===== config.mk =====
export PLATFORM = sky130hd
export DESIGN_NAME = seg6_scan_driver
export DESIGN_NICKNAME = d
export VERILOG_FILES = /design/src/rtl/seg6_scan_driver.sv
export SDC_FILE = /design/constraint.sdc
export NUM_CORES = 1
export LEC_CHECK = 0
export CELL_PAD_IN_SITES_DETAIL_PLACEMENT = 2
export CELL_PAD_IN_SITES_GLOBAL_PLACEMENT = 2
export CORE_MARGIN = 8
export CORE_UTILIZATION = 34
export DETAILED_ROUTE_END_ITERATION = 10
export PLACE_DENSITY = 0.83
export SLEW_MARGIN = 10
export SYNTH_ARGS = -nofsm -noshare
export SYNTH_HDL_FRONTEND = slang
export SYNTH_SLANG_ARGS = --single-unit

===== constraint.sdc =====
create_clock -name clk_clk -period 5.5 [get_ports clk_clk]
set_input_delay 1.1 -clock clk_clk [delete_from_list [all_inputs] [get_ports clk_clk]]
set_output_delay 1.1 -clock clk_clk [all_outputs]
set_load 0.005 [all_outputs]

===== src/rtl/seg6_scan_driver.sv =====
// Time-multiplexed 6-digit 7-segment scan driver with per-slot dead time,
// leading-zero blanking, decimal-point mask and once-per-frame input latching.
module seg6_scan_driver #(
    parameter int DIV            = 50000,
    parameter int BLANK_CYCLES   = 500,
    parameter int SEG_ACTIVE_LOW = 1,
    parameter int DIG_ACTIVE_LOW = 1
) (
    input  logic        clk_clk,
    input  logic        reset_reset,
    input  logic [23:0] seg6_export,
    input  logic        lz_blank,
    input  logic [5:0]  dp_mask,
    output logic [7:0]  seg_out,
    output logic [5:0]  dig_sel,
    output logic        frame_tick
);

    localparam int CW = $clog2(DIV);
    localparam logic [CW-1:0] CNT_MAX   = CW'(DIV - 1);
    localparam logic [CW-1:0] CNT_BLANK = CW'(BLANK_CYCLES);
    localparam logic [7:0]    SEG_INV   = (SEG_ACTIVE_LOW != 0) ? 8'hFF : 8'h00;
    localparam logic [5:0]    DIG_INV   = (DIG_ACTIVE_LOW != 0) ? 6'h3F : 6'h00;

    generate
        if (DIV < 2 || BLANK_CYCLES < 0 || BLANK_CYCLES >= DIV) begin : g_bad_params
            $error("seg6_scan_driver: need DIV >= 2 and 0 <= BLANK_CYCLES < DIV");
        end
    endgenerate

    logic [CW-1:0] cnt;
    logic [2:0]    idx;
    logic [23:0]   shadow_val;
    logic [5:0]    shadow_dp;

    logic          frame_start;
    logic [23:0]   src_val;
    logic [5:0]    src_dp;
    logic [3:0]    nib;
    logic          lz_hit;
    logic          slot_active;
    logic [7:0]    seg_next;
    logic [5:0]    dig_next;

    function automatic logic [6:0] decode(input logic [3:0] n);
        logic [6:0] s;
        case (n)
            4'h0: s = 7'h3F;
            4'h1: s = 7'h06;
            4'h2: s = 7'h5B;
            4'h3: s = 7'h4F;
            4'h4: s = 7'h66;
            4'h5: s = 7'h6D;
            4'h6: s = 7'h7D;
            4'h7: s = 7'h07;
            4'h8: s = 7'h7F;
            4'h9: s = 7'h6F;
            4'hA: s = 7'h77;
            4'hB: s = 7'h7C;
            4'hC: s = 7'h39;
            4'hD: s = 7'h5E;
            4'hE: s = 7'h79;
            default: s = 7'h71;
        endcase
        return s;
    endfunction

    // The capture cycle forwards the incoming value so a zero-length blank
    // window still shows the freshly latched frame.
    always_comb begin
        frame_start = (cnt == '0) && (idx == 3'd0);
        src_val     = frame_start ? seg6_export : shadow_val;
        src_dp      = frame_start ? dp_mask : shadow_dp;
        nib         = src_val[{idx, 2'b00} +: 4];
        lz_hit      = lz_blank && (idx != 3'd0) && ((src_val >> {idx, 2'b00}) == 24'd0);
        slot_active = (cnt >= CNT_BLANK);
        seg_next    = 8'h00;
        dig_next    = 6'h00;
        if (slot_active) begin
            seg_next = {src_dp[idx], lz_hit ? 7'h00 : decode(nib)};
            dig_next = 6'd1 << idx;
        end
    end

    always_ff @(posedge clk_clk) begin
        if (reset_reset) begin
            cnt        <= '0;
            idx        <= 3'd0;
            shadow_val <= 24'd0;
            shadow_dp  <= 6'd0;
            seg_out    <= SEG_INV;
            dig_sel    <= DIG_INV;
            frame_tick <= 1'b0;
        end else begin
            if (cnt == CNT_MAX) begin
                cnt <= '0;
                idx <= (idx == 3'd5) ? 3'd0 : idx + 3'd1;
            end else begin
                cnt <= cnt + CW'(1);
            end
            if (frame_start) begin
                shadow_val <= seg6_export;
                shadow_dp  <= dp_mask;
            end
            seg_out    <= seg_next ^ SEG_INV;
            dig_sel    <= dig_next ^ DIG_INV;
            frame_tick <= frame_start;
        end
    end

endmodule


==> flow_summary_export.csv <==
group,metric,value,unit
clocking,numCtsBuffers,9,
global_route,grt_pass1_vias,3334,
sta,min_period_over_period,0.758,
pwr,p_sw_frac,0.273,
sta,final-hold-violation-count,0,
yosys,synth_commonest_cells,"64 x dfxtp_1, 63 x nand2_1, 43 x nor2_1",
pwr,p_int,839,uW
clocking,cts_resized,0,
critical_path,slowest_delay,540,ps
cells_and_area,instances_no_fill,529,
global_route,groute.usage.overall,0.173,
yosys,synth_edf_count,0,
clocking,tritoncts,"built",
hold_path,min_path_type,"reg2reg",
clocking,htreeDepth,3,
yosys,ys_top_cells_by_area,"dfxtp_1 41%, nand2_1 7.6%, nor2_1 5.2%",
cells_and_area,antenna_cells,0,
yosys,synth_area,3120,um2
outcome,status,"completed",
sta,worstMarginPinSlew,1170,ps
placement,dpl.cell_count,513,
pwr,p_sw,315,uW
critical_path,regToRegSetupSlack,1330,ps
detailed_routing,drt_pass1_iterations,4,
cells_and_area,area_delta_synth_final,24.7,%
yosys,synthCells,370,
sta,drv_slew,0,
floorplan,die_h,112,um
detailed_routing,ant_nets,0,
cells_and_area,multiInputGateArea,1710,um2
critical_path,slowest_stage,"dfxtp_1",
cells_and_area,layout.nets,455,
critical_path,cp.required,5700,ps
critical_path,worstReg2RegEnd,"seg_out[5]",
clocking,cts-root-buf,"clkbuf_8",
clocking,clockBufferDepth,2,
yosys,yosysWarnings,0,
floorplan,die_x,112,um
cells_and_area,final-seq-area,1280,um2
critical_path,worstPathMaxFanout,30,
yosys,syn_area_per_cell,8.44,um2
yosys,synth.net_count,412,
hold_path,whs_path_depth,2,
global_route,grt_pass1_wl,17.1,mm
sta,tns,0,ps
detailed_routing,viasPerCell,5.40,
sta,min_period,4170,ps
sta,worst_slack,1330,ps
detailed_routing,avgRoutedWirePerCell,19.1,um
cells_and_area,drive_above_1_share,0.0766,
yosys,synth_most_common_cell,"dfxtp_1",
placement,place_ws,1440,ps
yosys,ys_types,57,
pwr,power_density,296,nW/um2
critical_path,worstSetupPathType,"reg2reg",
sta,fmax,240,MHz
detailed_routing,drc,0,
floorplan,core_area,9060,um2
yosys,synthArstFlopShare,0,
clocking,hold_buffers,0,
floorplan,initial_core_util,0.345,
sta,skew,6.03,ps
pwr,power_leakage,0.00150,uW
critical_path,cp_top_family,"simple AND/OR/NAND/NOR gates",
yosys,synth_top_cell_area_share,0.410,
clocking,clk_transition_reported_paths,70,ps
detailed_routing,drt_wl_total,10.1,mm
pwr,seqPwrFrac,0.436,
hold_path,min_from,"shadow_val[12]",
critical_path,r2r-start,"idx[1]",
critical_path,crit_buf_inv,1,
cells_and_area,nFillCells,1023,
cells_and_area,post-route-util,0.430,
yosys,ys_seq_area_frac,0.410,
placement,gp_congestion,0.829,
sta,grt_setup_unrepaired,"no",
floorplan,io_pins,48,
run,max_cap_viol_count,0,
critical_path,reg2reg_depth,14,
yosys,synth_largest_area_cell,"dfxtp_1",
sta,finalSetupViolations,0,
clocking,post_cts_buffers,0,
global_route,antenna_found_initial,0,
sta,relSlewSlack,0.218,
critical_path,crit_path_start_kind,"flop",
pwr,clkPwrFrac,0.390,
detailed_routing,drt_first_iter_violations,113,
yosys,ys_seq_elements,64,
critical_path,end_kind,"flop",
clocking,cts.sinks,64,
floorplan,rows,35,
critical_path,cp_data_arrival_time,4360,ps
global_route,grt_max_degree,37,
clocking,clock_latency,340,ps
floorplan,die_area,12500,um2
placement,hpwl,7.21,mm
pwr,max-vdd-ir-drop,0.136,mV
yosys,ys.flop_type,"dfxtp_1",
critical_path,worstPathCellList,"nor4_4 -> and4_1 -> nand2_4 -> mux2i_1 -> a2111oi_0 -> or3_1 -> inv_1 -> ha_1 -> nand2_1 -> nor2_1 -> or2_2 -> o22ai_1 -> o31a_1 -> o221ai_1",
pwr,power_frac_comb,0.174,
placement,io_buffers,47,
hold_path,min_to,"shadow_val[12]",
global_route,grt.overflow.total,0,
detailed_routing,vias,2859,
-- metrics by stage --
| stage | power [uW] | hold WS [ps] | cell area (um2) |
|---|---|---|---|
| 3_5_place_dp | 710 | 467 | 3680 |
| 4_1_cts | 1170 | 478 | 3890 |
| 3_3_place_gp | 700 | 448 | 3680 |
| 2_1_floorplan | 641 | 430 | 3120 |
| 5_1_grt | 1210 | 513 | 3890 |
| 6_report | 1150 | 467 | 3890 |
-- registers in the layout, summed over array words and instances (netlist names) --
name        count
shadow_val     24
dig_sel         6
seg_out         8
cnt            16
frame_tick      1
shadow_dp       6
idx             3
-- tightest hold or removal path, cell delays in order (launching register included) --
cell and delay [ps]:
dfxtp_1 310, nand2_1 50, a21oi_1 60
-- worst max path at each step --
stage / cells after the start / to / startpoint
2_1_floorplan: 16 / seg_out[3] / cnt[0]
3_3_place_gp: 13 / seg_out[3] / seg6_export[17]
3_5_place_dp: 14 / seg_out[5] / idx[1]
4_1_cts: 14 / seg_out[5] / idx[1]
5_1_grt: 14 / seg_out[5] / idx[1]
6_report: 14 / seg_out[5] / idx[1]
-- power groups by stage --
stage / combinational [uW] / sequential [uW] / clock, uW
floorplan: 134 / 507 / 0
global placement: 188 / 512 / 0
detailed placement: 197 / 513 / 0
CTS: 202 / 503 / 465
global route: 223 / 505 / 483
finish: 200 / 503 / 450
-- cells by family (layout without fill, tap and decap cells) --
kind of cell / Yosys count / in the layout / share of synthesized area
DFF: 64 / 64 / 0.410
AOI/OAI and AO/OA: 69 / 69 / 0.149
and+or+nand+nor: 162 / 162 / 0.250
buffers and inverters: 31 / 79 / 0.0417
xor gates and xnor gates: 16 / 16 / 0.0449
muxes: 19 / 19 / 0.0681
adders and majority gates: 9 / 9 / 0.0361
-- cells in the final DEF, fill, tap and decap left out, drive strengths merged, types with 2 or more instances in the layout --
cell,count
nand2,64
dfxtp,64
nor2b,3
o211ai,3
inv,10
a41oi,2
a22oi,2
clkinv,2
o21ai,11
or4,4
nor3,7
or2,2
xor2,11
o221ai,4
buf,5
nor3b,2
mux2i,16
and4,2
clkdlybuf4s50,47
a31oi,4
xnor2,5
and3,4
nor2,44
or3,2
a211oi,4
a21oi,28
bufinv,2
and2,3
ha,9
a221oi,2
nand4,2
clkbuf,13
nand3,16
mux2,2
nor4,5
-- layout make-up --
type,count,area share
multi-input combinational,275,0.439
inverter,11,0.0106
timing repair buffer,52,0.130
clock inverter,3,0.0167
sequential,64,0.329
clock buffer,13,0.0382
tap,111,0.0357
-- routing by layer --
| layer | up-vias | part of all wire | global-route usage |
|---|---|---|---|
| met1 | 1415 | 0.44 | 0.192 |
| met3 | 20 | 0.030 | 0.0346 |
| li1 | 1369 | - | - |
| met4 | 0 | 0.029 | 0.0902 |
| met5 | - | 0 | 0 |
| met2 | 55 | 0.50 | 0.304 |
No activity file was read; power rests on OpenSTA's default activity.
